## src/rtl/lap_timer.sv

```systemverilog
// lap_timer: BCD stopwatch / countdown engine.
// Counts in mixed-radix BCD (fraction digits, seconds 0-59, minutes) from a
// prescaled system clock, supports pause with preserved fraction, preset load
// with per-digit clamping, lap freeze of the display and wrap/expiry pulses.
module lap_timer #(
  parameter int CLOCK_HZ      = 12_000_000,
  parameter int SUBSEC_DIGITS = 1,
  parameter int MIN_DIGITS    = 1
) (
  input  logic                                        i_clock,
  input  logic                                        i_reset_n,
  input  logic                                        i_start_stop,
  input  logic                                        i_clear,
  input  logic                                        i_lap,
  input  logic                                        i_mode_down,
  input  logic                                        i_load_valid,
  input  logic [4*(SUBSEC_DIGITS+2+MIN_DIGITS)-1:0]   i_load_bcd,
  output logic [4*(SUBSEC_DIGITS+2+MIN_DIGITS)-1:0]   o_count_bcd,
  output logic [4*(SUBSEC_DIGITS+2+MIN_DIGITS)-1:0]   o_display_bcd,
  output logic                                        o_running,
  output logic                                        o_lap_active,
  output logic                                        o_wrapped,
  output logic                                        o_expired
);

  localparam int NUM_DIGITS = SUBSEC_DIGITS + 2 + MIN_DIGITS;
  localparam int W          = 4 * NUM_DIGITS;
  localparam int PRESCALE   = CLOCK_HZ / (10 ** SUBSEC_DIGITS);
  localparam int PW         = (PRESCALE > 1) ? $clog2(PRESCALE) : 1;

  typedef enum logic [1:0] {
    S_STOPPED = 2'd0,
    S_RUNNING = 2'd1,
    S_EXPIRED = 2'd2
  } state_t;

  // Largest legal value of digit idx: the seconds-tens digit is base 6.
  function automatic logic [3:0] digit_max(input int idx);
    logic [3:0] m;
    if (idx == SUBSEC_DIGITS + 1) m = 4'd5;
    else                          m = 4'd9;
    return m;
  endfunction

  // Mixed-radix increment; MSB of the result is the carry out of the top digit.
  function automatic logic [W:0] bcd_inc(input logic [W-1:0] v);
    logic [W-1:0] r;
    logic         c;
    r = v;
    c = 1'b1;
    for (int i = 0; i < NUM_DIGITS; i++) begin
      if (c) begin
        if (v[4*i +: 4] == digit_max(i)) begin
          r[4*i +: 4] = 4'd0;
        end else begin
          r[4*i +: 4] = v[4*i +: 4] + 4'd1;
          c = 1'b0;
        end
      end else begin
        r[4*i +: 4] = v[4*i +: 4];
      end
    end
    return {c, r};
  endfunction

  // Mixed-radix decrement; only used with a non-zero operand.
  function automatic logic [W-1:0] bcd_dec(input logic [W-1:0] v);
    logic [W-1:0] r;
    logic         b;
    r = v;
    b = 1'b1;
    for (int i = 0; i < NUM_DIGITS; i++) begin
      if (b) begin
        if (v[4*i +: 4] == 4'd0) begin
          r[4*i +: 4] = digit_max(i);
        end else begin
          r[4*i +: 4] = v[4*i +: 4] - 4'd1;
          b = 1'b0;
        end
      end else begin
        r[4*i +: 4] = v[4*i +: 4];
      end
    end
    return r;
  endfunction

  // Saturate every nibble of a preset to its digit's radix maximum.
  function automatic logic [W-1:0] bcd_clamp(input logic [W-1:0] v);
    logic [W-1:0] r;
    r = v;
    for (int i = 0; i < NUM_DIGITS; i++) begin
      if (v[4*i +: 4] > digit_max(i)) r[4*i +: 4] = digit_max(i);
      else                            r[4*i +: 4] = v[4*i +: 4];
    end
    return r;
  endfunction

  state_t          r_state, w_state;
  logic [W-1:0]    r_count, w_count;
  logic [W-1:0]    r_lap_val, w_lap_val;
  logic [W-1:0]    r_display, w_display;
  logic [PW-1:0]   r_presc, w_presc;
  logic            r_dir, w_dir;
  logic            r_lap_active, w_lap_active;
  logic            r_wrapped, w_wrapped;
  logic            r_expired, w_expired;
  logic            r_running;
  logic [W:0]      w_inc;
  logic [W-1:0]    w_dec;
  logic            w_tick;

  assign w_inc  = bcd_inc(r_count);
  assign w_dec  = bcd_dec(r_count);
  assign w_tick = (r_presc == PW'(PRESCALE - 1));

  // Next-state and next-output decode; commands are prioritised clear > load > start_stop > lap.
  always_comb begin
    w_state      = r_state;
    w_count      = r_count;
    w_lap_val    = r_lap_val;
    w_presc      = r_presc;
    w_dir        = r_dir;
    w_lap_active = r_lap_active;
    w_wrapped    = 1'b0;
    w_expired    = 1'b0;
    case (r_state)
      S_STOPPED: begin
        if (i_clear) begin
          w_count      = {W{1'b0}};
          w_presc      = {PW{1'b0}};
          w_lap_active = 1'b0;
        end else if (i_load_valid) begin
          w_count = bcd_clamp(i_load_bcd);
        end else if (i_start_stop) begin
          // A countdown from zero has nothing to count, so the start is dropped.
          if (!(i_mode_down && (r_count == {W{1'b0}}))) begin
            w_state = S_RUNNING;
            w_dir   = i_mode_down;
          end else begin
            w_state = S_STOPPED;
          end
        end else if (i_lap) begin
          w_lap_active = 1'b0;
        end else begin
          w_state = S_STOPPED;
        end
      end
      S_RUNNING: begin
        if (w_tick) begin
          w_presc = {PW{1'b0}};
          if (r_dir) begin
            w_count   = w_dec;
            w_expired = (w_dec == {W{1'b0}});
          end else begin
            w_count   = w_inc[W-1:0];
            w_wrapped = w_inc[W];
          end
        end else begin
          w_presc = r_presc + PW'(1);
        end
        // The tick is applied first; a coincident stop or lap acts on top of it.
        if (w_expired) begin
          w_state = S_EXPIRED;
        end else if (i_start_stop) begin
          w_state = S_STOPPED;
        end else if (i_lap) begin
          w_lap_active = 1'b1;
          w_lap_val    = r_count;
        end else begin
          w_state = S_RUNNING;
        end
      end
      S_EXPIRED: begin
        if (i_clear) begin
          w_state      = S_STOPPED;
          w_count      = {W{1'b0}};
          w_presc      = {PW{1'b0}};
          w_dir        = 1'b0;
          w_lap_active = 1'b0;
        end else begin
          w_state = S_EXPIRED;
        end
      end
      default: begin
        w_state = S_STOPPED;
      end
    endcase
    w_display = w_lap_active ? w_lap_val : w_count;
  end

  // State and output registers with synchronous active-low reset.
  always_ff @(posedge i_clock) begin
    if (!i_reset_n) begin
      r_state      <= S_STOPPED;
      r_count      <= {W{1'b0}};
      r_lap_val    <= {W{1'b0}};
      r_display    <= {W{1'b0}};
      r_presc      <= {PW{1'b0}};
      r_dir        <= 1'b0;
      r_lap_active <= 1'b0;
      r_wrapped    <= 1'b0;
      r_expired    <= 1'b0;
      r_running    <= 1'b0;
    end else begin
      r_state      <= w_state;
      r_count      <= w_count;
      r_lap_val    <= w_lap_val;
      r_display    <= w_display;
      r_presc      <= w_presc;
      r_dir        <= w_dir;
      r_lap_active <= w_lap_active;
      r_wrapped    <= w_wrapped;
      r_expired    <= w_expired;
      r_running    <= (w_state == S_RUNNING);
    end
  end

  assign o_count_bcd   = r_count;
  assign o_display_bcd = r_display;
  assign o_running     = r_running;
  assign o_lap_active  = r_lap_active;
  assign o_wrapped     = r_wrapped;
  assign o_expired     = r_expired;

endmodule

```

## config.mk

```make
export PLATFORM = sky130hd
export DESIGN_NAME = lap_timer
export DESIGN_NICKNAME = d
export VERILOG_FILES = /design/src/rtl/lap_timer.sv
export SDC_FILE = /design/constraint.sdc
export NUM_CORES = 1
export LEC_CHECK = 0
export ABC_CLOCK_PERIOD_IN_PS = 4000
export BUFFER_PORTS_ARGS = -buffer_cell sky130_fd_sc_hd__buf_2
export CORE_AREA = 2 2 90 178
export CTS_CLUSTER_DIAMETER = 80
export DETAILED_ROUTE_END_ITERATION = 10
export DIE_AREA = 0 0 92 180
export GPL_TIMING_DRIVEN = 0
export MAX_ROUTING_LAYER = met4
export PLACE_DENSITY = 0.57
export SYNTH_ARGS = -nofsm -noshare
export SYNTH_HDL_FRONTEND = slang
export SYNTH_SLANG_ARGS = --single-unit
```

## constraint.sdc

```tcl
create_clock -name i_clock -period 4 [get_ports i_clock]
set_input_delay 0.8 -clock i_clock [delete_from_list [all_inputs] [get_ports i_clock]]
set_output_delay 0.8 -clock i_clock [all_outputs]
set_load 0.02 [all_outputs]
```

# Word-level counts from Yosys, hierarchy flattened
# Cells that the tools add are included.
# W data, S select, Z words.
dict set report word_totals {
  latchBits 0
  wordCells 136
  regBits 76
  ramBits 0
  mem_bits_ro 0
  mem_count 0
}
dict set report classes {
  n_addsub 9
  magnitude_cmp 4
  div 0
  n_mul 0
  bitwise 4
  n_shift 0
  mux 80
  reduce_logical 15
  n_eq_ne 14
}
# cell count
set ops {}
lappend ops {{$mux W16} 10}
lappend ops {{$mux W4} 27}
lappend ops {{$pmux W16 S3} 1}
lappend ops {{$mux W21} 2}
lappend ops {{$pmux W21 S2} 1}
lappend ops {{$logic_not A16 Y1} 2}
lappend ops {{$mux W1} 28}
lappend ops {{$add A21 B1 Y21 const B} 1}
lappend ops {{$eq A21 B21 Y1 const B} 1}
lappend ops {{$add A4 B1 Y4 const B} 4}
lappend ops {{$gt A4 B4 Y1} 4}
lappend ops {{$logic_not A4 Y1} 4}
lappend ops {{$mux W2} 8}
lappend ops {{$sub A4 B1 Y4 const B} 4}
lappend ops {{$eq A4 B4 Y1} 3}
lappend ops {{$ne A2 B2 Y1 const B} 5}
lappend ops {{$pmux W2 S3} 1}
lappend ops {{$reduce_and A6 Y1} 1}
lappend ops {{$reduce_or A5 Y1} 1}
lappend ops {{$eq A2 B1 Y1 const B} 2}
lappend ops {{$eq A4 B4 Y1 const B} 1}
lappend ops {{$not A1 Y1} 4}
lappend ops {{$reduce_and A2 Y1} 2}
lappend ops {{$reduce_bool A2 Y1} 2}
lappend ops {{other kinds (7)} 7}

# Longest topological paths before layout
dict set report logic_depth {
  depth_word 18
  depth_mapped 13
  mapped_depth_nobuf 9
}

# Worst setup path after synthesis
# Ideal clock, no wire load.
dict set report synth_path {
  kind {register to register}
  start {register r_count[4], in the netlist o_count_bcd[4]}
  end {register r_lap_val[13]}
  path_stages_with_launch 14
  period_less_slack_ns 3.250
  setup_ns 0.132
  setup_slack_ns 0.750
  required_ns 3.868
  arrival_time_ns 3.117
  cell_sequence {dfxtp_1 -> clkbuf_1 -> inv_1 -> ha_1 -> nor4bb_1 -> buf_2 -> mux2_1 -> or4_1 -> a2111oi_4 -> nor3_2 -> buf_2 -> buf_2 -> nand2_1 -> a21oi_1}
}
dict set report synth_between {
  elab_chain_cells 11
}
# element line
set synth_lines {}
lappend synth_lines {{from (decl)} 99} ;# logic [W-1:0] r_count, w_count;
lappend synth_lines {{from (signal assigned)} 195} ;# r_count <= {W{1'b0}};
lappend synth_lines {{from (signal assigned)} 206} ;# r_count <= w_count;
lappend synth_lines {{branches (longest 5 deep; another with $sub A4 B1 Y4)} -}
lappend synth_lines {{$logic_not A16 Y1 *} 153} ;# w_expired = (w_dec == {W{1'b0}});
lappend synth_lines {{$mux W1 *} 151} ;# if (r_dir) begin
lappend synth_lines {{$mux W1 *} 149} ;# if (w_tick) begin
lappend synth_lines {{$mux W1 *} 126} ;# case (r_state)
lappend synth_lines {{$mux W16 *} 162} ;# if (w_expired) begin
lappend synth_lines {{$mux W16 *} 126}
lappend synth_lines {{to (signal assigned)} 196} ;# r_lap_val <= {W{1'b0}};
lappend synth_lines {{to (signal assigned)} 207} ;# r_lap_val <= w_lap_val;
lappend synth_lines {{to (decl)} 100} ;# logic [W-1:0] r_lap_val, w_lap_val;
# Mark *: on every way between the ends. The select of a mux whose other input is x is not followed.
# A chain may end at the register's enable or synchronous reset.

# Final worst setup path
dict set report layout_path {
  start {register r_count[1], in the netlist o_count_bcd[1]}
  end {register r_display[14], in the netlist o_display_bcd[14]}
}
dict set report layout_between {
  elab_chain_cells 12
}
# element line
set layout_lines {}
lappend layout_lines {{$logic_not A4 Y1} 74} ;# if (v[4*i +: 4] == 4'd0) begin
lappend layout_lines {{$mux W1} 74}
lappend layout_lines {{$mux W1 (2 in a row)} 73} ;# if (b) begin
lappend layout_lines {{$mux W4} 73}
lappend layout_lines {{$logic_not A16 Y1} 153}
lappend layout_lines {{$mux W1} 151}
lappend layout_lines {{$mux W1} 149}
lappend layout_lines {{$mux W1} 126}
lappend layout_lines {{$mux W1 or $mux W16 (tied branches)} 162}
lappend layout_lines {{$pmux W1 S3 or $mux W16 (tied branches)} 126}
lappend layout_lines {{$mux W16 *} 188} ;# w_display = w_lap_active ? w_lap_val : w_count;
lappend layout_lines {{to (signal assigned)} 197} ;# r_display <= {W{1'b0}};
lappend layout_lines {{to (signal assigned)} 208} ;# r_display <= w_display;
lappend layout_lines {{to (decl)} 101} ;# logic [W-1:0] r_display, w_display;
# Mark *: on every way between the ends. The rest lies on a longest branch, timed or not. The select of a mux whose other input is x is not followed.

==> metrics <==
share of the synthesized area in the top cell type 31.16%; synthesized instance count 645; Setup crit end kind register; DRC 0; actual slew at the worst max-slew pin 1.369 ns; Clock Path Buffers 2; drt total wl 20.56 mm; critical register-to-register path startpoint o_count_bcd[1]; GRT overflow 0; die area 0.01656 mm^2; Crit Path Class register to register; power per cell area 331.3 mW/mm^2; global-route wire length before repair 30.82 mm; cell leakage power 2.105 nW; count leader, synth nand2_1; cells on worst reg2reg path 11; number of port buffers 57; initial antenna violation count 0; Antenna Cells 0; core box area 0.01521 mm^2; Crit Reg-Reg Endpoint o_display_bcd[14]; # setup viols final 0; Synth Net Count 683; final hold violations 0; post-synth top area cell dfxtp_1; Yosys reg bits 76; count of cell types in the netlist 81; achievable frequency 0.2670 GHz; CTS Buf Count 9; maximum fanout along the worst path 10; largest net degree at the start of global routing 14; pins over their slew limit 0; placer congestion estimate 0.9596; clock tree root driver cell clkbuf_16; global-route usage over all layers 25.69%; commonest cells in the netlist nand2_1 (85), dfxtp_1 (76), a21oi_1 (58); top_reg_cell synth dfxtp_1; NetSw 0.5557 mW; Std-Cell Rows 64; vias in the first global route 5397; worst-skew pair later-pin latency 0.36 ns; sw frac 29.36%; antenna-violating nets left 0; critical path startpoint category register; CTS sink cnt 76; internal reg-to-reg setup slack 0.25 ns; ratio of cells with drive above 1 in the final layout 13.51%; Final Skew 0.02021 ns; register area share after synthesis 31.16%; internal power 1.337 mW; CTS HTree Levels 3; Starting Density 32.10%; ys async rst share 0%; Die Wd 92 um; Maximum Capacitance Violations 0; Hold Crit Endpoint r_lap_val[8]; Die Ht 180 um; Req. time, crit path 4.25 ns; Mapped Area 0.004883 mm^2; drt via density 5.928; status finished clean; CP Data Arrival Time 3.99 ns; Avg Inst Size Synth 7.571 um^2; Core Util, Final 37.55%; setup bufs post-CTS 0; final net count 751; CTS tree done; Post-synth EDFFs 0; top cells by area, synth dfxtp_1 (31%), nand2_1 (6.5%), a21oi_1 (5.9%), o21ai_0 (4.4%), ha_1 (3.8%); Inst Count DP 900; Fin Setup TNS 0 ns; WHS Path Cells 2; Clock power frac 44.4%; Worst slew margin 7.304%; combinational power share 14.4%; synth-to-layout area growth 16.99%; detailed-placement wirelength estimate 15.57 mm; Reg clk slew, reported paths 0.07 ns; # fillers 1714; Hold Startpoint r_lap_val[8]; final critical path time including I/O delays and setup 3.746 ns; routed vias 5430; # IOs 59; Tcrit/Tclk final 93.65%; 1st-pass router iterations 6; Warnings, synthesis 0; average routed wire per standard cell 22.45 um; final std cells w/o fill 916; Hold Path Class register to register; RSZ-0062 raised after global routing no; VDD IR-drop max 0.0001951 V; Flop pwr share 41.2%; DRT iter0 DRCs 499
-- layout by cell type (no fill, tap or decap), types with 5 or more instances in the layout --
cell type,synthesis,final
nand2_1,85,85
dfxtp_1,76,76
buf_2,5,62
a21oi_1,58,58
nor2_1,44,44
o21ai_0,43,43
clkbuf_1,36,36
inv_1,27,27
nand3_1,22,22
nor3_1,21,21
a31oi_1,17,17
ha_1,15,15
o211ai_1,10,10
nand4_1,9,9
clkbuf_16,0,9
nand2b_1,8,8
nor4_1,8,8
and3_1,7,7
a211oi_1,7,7
nor2b_1,6,6
or3_1,6,6
or4_1,5,5
and3b_1,5,5
and2_1,5,5
o21a_1,5,5
o31ai_1,5,5
a2bb2oi_1,5,5
a311oi_1,5,5
-- power groups by stage --
stage	logic, mW	clock network, mW	registers (mW)
floorplan	0.151	0	0.808
global placement	0.266	0	0.797
detailed placement	0.264	0	0.797
CTS	0.266	0.846	0.780
global route	0.292	0.880	0.782
finish	0.273	0.840	0.780
-- per-stage QoR --
stage | power (mW) | setup WS [ns] | area (um^2) | hold slack (ns)
floorplan | 0.9589 | 0.7505 | 4883 | 0.4312
global placement | 1.063 | 0.03693 | 5416 | 0.4432
detailed placement | 1.062 | 0.07133 | 5416 | 0.4471
CTS | 1.892 | 0.03648 | 5708 | 0.4562
global route | 1.955 | 0.06508 | 5713 | 0.4691
finish | 1.893 | 0.2540 | 5713 | 0.4557
-- layer usage --
metal	up-vias	routed length, um	global-route usage, %
li1	2513	-	-
met1	2548	6730	23.81
met2	251	10580	43.74
met3	118	1155	5.029
met4	0	2095	22.81
met5	-	0	-
-- worst max-delay path by stage --
| stage | start | to | depth (start not counted) |
|---|---|---|---|
| after floorplan | o_count_bcd[4] | r_lap_val[13] | 13 |
| after detailed placement | o_count_bcd[4] | o_display_bcd[2] | 11 |
| after CTS | o_count_bcd[4] | o_display_bcd[2] | 11 |
| final | o_count_bcd[1] | o_display_bcd[14] | 11 |
| after global placement | o_count_bcd[4] | o_display_bcd[2] | 11 |
| after global routing | o_count_bcd[4] | o_display_bcd[10] | 13 |
-- critical path, stage by stage, from the launching register on --
cell and delay [ns]:
dfxtp_1 0.42, inv_1 0.24, ha_1 0.33, nor4bb_1 0.31
buf_2 0.25, mux2_1 0.39, or4_1 0.56, a2111oi_4 0.35
or3_1 0.26, buf_4 0.21, nand3_1 0.09, a21oi_1 0.24
-- area by class of cell --
type	instances	area (um^2)	share of cell area, %
multi-input combinational	494	3063	53.61
sequential	76	1521	26.63
timing repair buffer	57	285.3	4.993
tap	198	247.7	4.336
clock buffer	10	229.0	4.008
buffer	47	198.9	3.482
inverter	28	105.1	1.840
clock inverter	6	62.56	1.095
-- state kept, by name, indices dropped and copies added (netlist names) --
signal         count
r_presc           21
o_count_bcd       16
o_display_bcd     16
r_lap_val         16
r_state            2
o_expired          1
o_lap_active       1
o_running          1
o_wrapped          1
r_dir              1
-- what timing repair did --
item	CTS	global route
setup endpoints to repair	0	29
hold endpoints to repair	0	0
gates resized for setup	0	3
hold buffers	0	0
-- cell families (layout without fill, tap and decap cells) --
| kind of cell | after synthesis | after routing | synth area share [%] |
|---|---|---|---|
| compound gates | 207 | 207 | 28.26 |
| xor+xnor | 6 | 6 | 1.076 |
| fa+ha+maj | 15 | 15 | 3.843 |
| buf+inv | 75 | 148 | 6.200 |
| flops | 76 | 76 | 31.16 |
| mux | 6 | 6 | 1.537 |
| simple gates | 260 | 260 | 27.93 |
No activity file was read; power rests on OpenSTA's default activity.
